$ cat config.mk
export PLATFORM = sky130hd
export DESIGN_NAME = inst_loader
export DESIGN_NICKNAME = d
export VERILOG_FILES = /design/src/rtl/inst_loader_pkg.sv /design/src/rtl/inst_loader_byte_pair_assembler.sv /design/src/rtl/inst_loader.sv
export SDC_FILE = /design/constraint.sdc
export NUM_CORES = 1
export LEC_CHECK = 0
export CAP_MARGIN = 20
export CORE_UTILIZATION = 60
export CTS_BUF_LIST = sky130_fd_sc_hd__clkbuf_4 sky130_fd_sc_hd__clkbuf_8 sky130_fd_sc_hd__clkbuf_16
export DETAILED_ROUTE_END_ITERATION = 6
export PLACE_DENSITY_LB_ADDON = 0.3
export SETUP_SLACK_MARGIN = 0.15
export SLEW_MARGIN = 25
export SYNTH_ARGS = -nofsm -noshare
export SYNTH_HDL_FRONTEND = slang
export SYNTH_SLANG_ARGS = --single-unit
$ cat constraint.sdc
create_clock -name clk -period 6.5 [get_ports clk]
set_input_delay 1.3 -clock clk [delete_from_list [all_inputs] [get_ports clk]]
set_output_delay 1.3 -clock clk [all_outputs]
set_load 0.02 [all_outputs]
$ cat src/rtl/inst_loader_pkg.sv
// Shared definitions for the instruction loader: state encoding and word geometry.
package inst_loader_pkg;

   localparam int unsigned INSTR_W = 16;
   localparam int unsigned BYTE_W  = INSTR_W / 2;
   localparam int unsigned PC_STEP = 2;

   typedef enum logic [2:0] {
      ST_IDLE,
      ST_LEN_HI,
      ST_LEN_LO,
      ST_DATA_HI,
      ST_DATA_LO,
      ST_WRITE,
      ST_DONE,
      ST_ERR
   } state_e;

   // States in which the loader is waiting for a stream byte.
   function automatic logic is_byte_state(state_e s);
      return (s == ST_LEN_HI) || (s == ST_LEN_LO) ||
             (s == ST_DATA_HI) || (s == ST_DATA_LO);
   endfunction

endpackage

$ cat src/rtl/inst_loader_byte_pair_assembler.sv
// Holds the high byte of a big-endian pair and presents the joined 16-bit word.
module inst_loader_byte_pair_assembler
   import inst_loader_pkg::*;
(
   input  logic               clk,
   input  logic               reset,
   input  logic               hi_load_i,
   input  logic [BYTE_W-1:0]  byte_i,
   output logic [INSTR_W-1:0] word_c
);

   logic [BYTE_W-1:0] hi_q;

   // Capture the high byte when the loader accepts it.
   always_ff @(posedge clk or negedge reset) begin
      if (!reset) begin
         hi_q <= '0;
      end else if (hi_load_i) begin
         hi_q <= byte_i;
      end
   end

   // The current input byte is the low half of the word.
   assign word_c = {hi_q, byte_i};

endmodule

$ cat src/rtl/inst_loader.sv
// Byte-stream program loader: length header, big-endian words, writes to
// instruction memory at PC-stepped addresses while holding the CPU in reset.
module inst_loader
   import inst_loader_pkg::*;
#(
   parameter int unsigned DEPTH     = 256,
   parameter logic [15:0] BASE_ADDR = 16'h0000,
   parameter int unsigned TIMEOUT   = 1024
) (
   input  logic        clk,
   input  logic        reset,
   input  logic        start,
   input  logic        byte_valid,
   input  logic [7:0]  byte_in,
   output logic        byte_ready,
   output logic        mem_we,
   output logic [15:0] mem_addr,
   output logic [15:0] mem_wdata,
   output logic        cpu_hold,
   output logic        done,
   output logic        err,
   output logic [15:0] words_loaded
);

   localparam int unsigned         TIMER_W    = $clog2(TIMEOUT + 1);
   localparam logic [TIMER_W-1:0]  TIMER_LAST = TIMER_W'(TIMEOUT - 1);

   state_e               state_q;
   logic [TIMER_W-1:0]   timer_q;
   logic [15:0]          n_q;
   logic [15:0]          idx_q;
   logic                 byte_ready_q;
   logic                 mem_we_q;
   logic [15:0]          mem_addr_q;
   logic [15:0]          mem_wdata_q;
   logic                 cpu_hold_q;
   logic                 done_q;
   logic                 err_q;
   logic [15:0]          words_q;

   logic                 accept_c;
   logic                 hi_load_c;
   logic [INSTR_W-1:0]   word_c;

   assign accept_c  = byte_valid & byte_ready_q;
   assign hi_load_c = accept_c & ((state_q == ST_LEN_HI) | (state_q == ST_DATA_HI));

   inst_loader_byte_pair_assembler u_pair (
      .clk       (clk),
      .reset     (reset),
      .hi_load_i (hi_load_c),
      .byte_i    (byte_in),
      .word_c    (word_c)
   );

   // Loader FSM with registered outputs, byte timeout and word counters.
   always_ff @(posedge clk or negedge reset) begin
      if (!reset) begin
         state_q      <= ST_IDLE;
         timer_q      <= '0;
         n_q          <= '0;
         idx_q        <= '0;
         byte_ready_q <= 1'b0;
         mem_we_q     <= 1'b0;
         mem_addr_q   <= '0;
         mem_wdata_q  <= '0;
         cpu_hold_q   <= 1'b0;
         done_q       <= 1'b0;
         err_q        <= 1'b0;
         words_q      <= '0;
      end else begin
         mem_we_q <= 1'b0;
         done_q   <= 1'b0;
         if (is_byte_state(state_q) && !accept_c) begin
            if (timer_q == TIMER_LAST) begin
               state_q      <= ST_ERR;
               err_q        <= 1'b1;
               byte_ready_q <= 1'b0;
               timer_q      <= '0;
            end else begin
               timer_q <= timer_q + TIMER_W'(1);
            end
         end else begin
            timer_q <= '0;
            case (state_q)
               ST_IDLE, ST_ERR: begin
                  if (start) begin
                     state_q      <= ST_LEN_HI;
                     err_q        <= 1'b0;
                     words_q      <= '0;
                     idx_q        <= '0;
                     cpu_hold_q   <= 1'b1;
                     byte_ready_q <= 1'b1;
                  end
               end
               ST_LEN_HI: state_q <= ST_LEN_LO;
               ST_LEN_LO: begin
                  n_q <= word_c;
                  if (word_c == '0) begin
                     state_q      <= ST_DONE;
                     done_q       <= 1'b1;
                     cpu_hold_q   <= 1'b0;
                     byte_ready_q <= 1'b0;
                  end else if (32'(word_c) > DEPTH) begin
                     state_q      <= ST_ERR;
                     err_q        <= 1'b1;
                     byte_ready_q <= 1'b0;
                  end else begin
                     state_q <= ST_DATA_HI;
                  end
               end
               ST_DATA_HI: state_q <= ST_DATA_LO;
               ST_DATA_LO: begin
                  state_q      <= ST_WRITE;
                  mem_we_q     <= 1'b1;
                  mem_addr_q   <= BASE_ADDR + 16'(PC_STEP) * idx_q;
                  mem_wdata_q  <= word_c;
                  words_q      <= idx_q + 16'd1;
                  byte_ready_q <= 1'b0;
               end
               ST_WRITE: begin
                  if (idx_q + 16'd1 == n_q) begin
                     state_q    <= ST_DONE;
                     done_q     <= 1'b1;
                     cpu_hold_q <= 1'b0;
                  end else begin
                     idx_q        <= idx_q + 16'd1;
                     state_q      <= ST_DATA_HI;
                     byte_ready_q <= 1'b1;
                  end
               end
               ST_DONE: state_q <= ST_IDLE;
               default: state_q <= ST_IDLE;
            endcase
         end
      end
   end

   assign byte_ready   = byte_ready_q;
   assign mem_we       = mem_we_q;
   assign mem_addr     = mem_addr_q;
   assign mem_wdata    = mem_wdata_q;
   assign cpu_hold     = cpu_hold_q;
   assign done         = done_q;
   assign err          = err_q;
   assign words_loaded = words_q;

endmodule

==> impl_metrics.tcl <==
set metrics [dict create \
    worstMarginPinSlew_ns 0.962 \
    cts-root-buf "clkbuf_8" \
    post-synth-top-area-cell "dfrtp_1" \
    syn-num-nets 578 \
    dr.pass1.iters 5 \
    regToRegStartpoint "idx_q[0]$_DFFE_PN0P_" \
    antenna_found_initial 0 \
    critical_path.max_fanout 21 \
    max_freq_ghz 0.272 \
    synth_top_area_share 0.504 \
    cp.arrival_ns 3.94 \
    async_reset_ff_frac 1.00 \
    grt_pass1_vias 4171 \
    cts_setup_buffers 0 \
    hold_viol 0 \
    cp-start-kind "register" \
    routed_via_density 6.06 \
    final_cell_area_sq_mm 0.00607 \
    postPlaceCellArea_sq_mm 0.00588 \
    ff2ff_path_depth 9 \
    slew_viol_final 0 \
    cts_tree "built" \
    finalPower_mw 2.62 \
    grt_first_pass_wirelength_mm 20.5 \
    crit_chain "ha_1 -> nand4_1 -> or4_1 -> xor2_1 -> a211o_1 -> or4_4 -> or2_4 -> and2_4 -> a221o_1" \
    area_growth_pct 15.2 \
    final_cell_mix "126 x nand2_1, 106 x dfrtp_1, 62 x clkdlybuf4s50_1" \
    synth-seq-cells 106 \
    synthFlopType "dfrtp_1" \
    clock-sinks 106 \
    vias 4317 \
    r2r_end "idx_q[2]$_DFFE_PN0P_" \
    layoutNonFillerInstCount 712 \
    min_path_type "reg2reg" \
    wl_per_cell_um 17.4 \
    synth.avg_cell_area_sq_um 9.34 \
    dieArea_sq_mm 0.00916 \
    cp_slowest_stage_delay_ns 0.60 \
    cts_buffers 9 \
    rows 33 \
    final_common_cell "nand2_1" \
    drive_above_1_share 0.0873 \
    hold_depth 2 \
    clk_pin_slew_ns 0.10 \
    post-dp-hpwl_mm 8.76 \
    run_status "finished clean" \
    min-delay-start "mem_addr[11]$_DFFE_PN0P_" \
    cp_slowest_cell "or4_1" \
    synth_cell_type_count 63 \
    ys_seq_area_frac 0.504 \
    clockBufferDepth 2 \
    gp_congestion 1.03 \
    reg2reg_slack_ns 2.82 \
    grt_max_degree 83 \
    ioPinCount 65 \
    cts_resized 0 \
    yosys_warnings 0 \
    setup_viol 0 \
    dp.cells 696 \
    worst-path-buf-inv 0 \
    totalNegativeSetupSlack_ns 0 \
    min_period_ns 3.68 \
    clk_latency_ns 0.38 \
    io_buffers 63 \
    vdd_drop_max_mv 0.209 \
    die_y_um 95.7 \
    cts_hold_buf 0 \
    wl_mm 12.4 \
    power_density_mw_per_mm2 431 \
    worstPathRequired_ns 6.76 \
    syn-instance-count 564 \
    clock_skew_ns 0.0135 \
    grt.total_usage 0.300 \
    antenna_left 0 \
    relSlewSlack 0.354 \
    hold-path-endpoint "mem_addr[11]$_DFFE_PN0P_" \
    htreeDepth 3 \
    synthTopCellsByArea "dfrtp_1 50%, nand2_1 9.0%, mux2_2 5.6%, xnor2_1 2.8%, nor2_1 2.7%" \
    finalCritPeriodShare 0.566 \
    fp.dieW_um 95.7 \
    power.leakage_nw 2.66 \
    rsz0062_at_grt "false" \
    n_antenna_cell 0 \
    drv_cap 0 \
    path_delay_family "simple AND/OR/NAND/NOR gates" \
    synth_edf_count 0 \
    synth_area_sq_mm 0.00527 \
    fin_nets 616 \
    overflow 0 \
    end_kind "register" \
    critical_path_class "reg2reg" \
    core_area_sq_mm 0.00834 \
    drtIter0Drc 307 \
    start_util 0.632 \
    drc_errors 0 \
]
routing by layer:
| metal | up-vias | track usage | share of wire |
|---|---|---|---|
| li1 | 2015 | - | - |
| met5 | - | 0 | 0 |
| met3 | 33 | 0.0513 | 0.058 |
| met1 | 2081 | 0.391 | 0.42 |
| met2 | 188 | 0.483 | 0.48 |
| met4 | 0 | 0.153 | 0.035 |
logic make-up after synthesis:
group	after synthesis	synth area share
buf+inv	51	0.0401
other cells	1	0.000712
fa+ha+maj	2	0.00475
xor+xnor	28	0.0492
mux	32	0.0670
compound gates	92	0.115
flops	106	0.504
simple gates	252	0.219
flip-flops by register name, summed over array words and instances, names as in the netlist, 3 cells and up:
| name | cells |
|---|---|
| idx_q | 16 |
| mem_addr | 15 |
| mem_wdata | 16 |
| n_q | 16 |
| state_q | 3 |
| timer_q | 11 |
| u_pair.hi_q | 8 |
| words_loaded | 16 |
worst min-delay path, delay by kind of cell (launching register included):
| kind | cells | cell delay, ns |
|---|---|---|
| simple gates | 2 | 0.10 |
| flops | 1 | 0.35 |
synth_stat cells (10+ instances only):
cell type and number:
inv_1 12, clkbuf_1 30, nand4_1 10, nor2_1 38
o21ai_0 28, nand3_1 28, xor2_1 10, dfrtp_1 106
a21oi_1 13, mux2_2 26, nand2_1 126, a31oi_1 13
xnor2_1 17, nor4_1 11
final cells by class:
cell class / instances / area (sq um)
timing repair buffer: 65 / 647
inverter: 13 / 48.8
tap: 105 / 131
sequential: 106 / 2650
clock buffer: 11 / 145
fill: 634 / 2270
clock inverter: 5 / 37.5
multi-input combinational: 407 / 2410
how the worst max path moves through the flow:
stage / from / to / slack [ns] / cells after the start
after floorplan: idx_q[0]$_DFFE_PN0P_ / idx_q[11]$_DFFE_PN0P_ / 3.29 / 12
after global placement: byte_valid / mem_addr[2]$_DFFE_PN0P_ / 3.01 / 6
after detailed placement: idx_q[0]$_DFFE_PN0P_ / idx_q[2]$_DFFE_PN0P_ / 2.90 / 9
after CTS: idx_q[0]$_DFFE_PN0P_ / idx_q[2]$_DFFE_PN0P_ / 2.86 / 9
after global routing: idx_q[0]$_DFFE_PN0P_ / idx_q[2]$_DFFE_PN0P_ / 2.66 / 9
final: idx_q[0]$_DFFE_PN0P_ / idx_q[2]$_DFFE_PN0P_ / 2.82 / 9
report_power, final:
group	total (mW)	switching, mW	internal [mW]	leakage [nW]
clock network	0.385	0.229	0.156	0.0898
logic	1.09	0.592	0.502	1.18
registers	1.14	0.263	0.877	1.40
per-stage QoR:
| step | util | hold slack [ns] | setup slack [ns] |
|---|---|---|---|
| floorplan | - | 0.474 | 3.29 |
| CTS | 0.727 | 0.487 | 2.86 |
| detailed placement | 0.706 | 0.462 | 2.90 |
| finish | 0.728 | 0.481 | 2.82 |
| global route | 0.728 | 0.510 | 2.66 |
| global placement | 0.706 | 0.458 | 3.01 |
(Power assumes the default switching activity.)
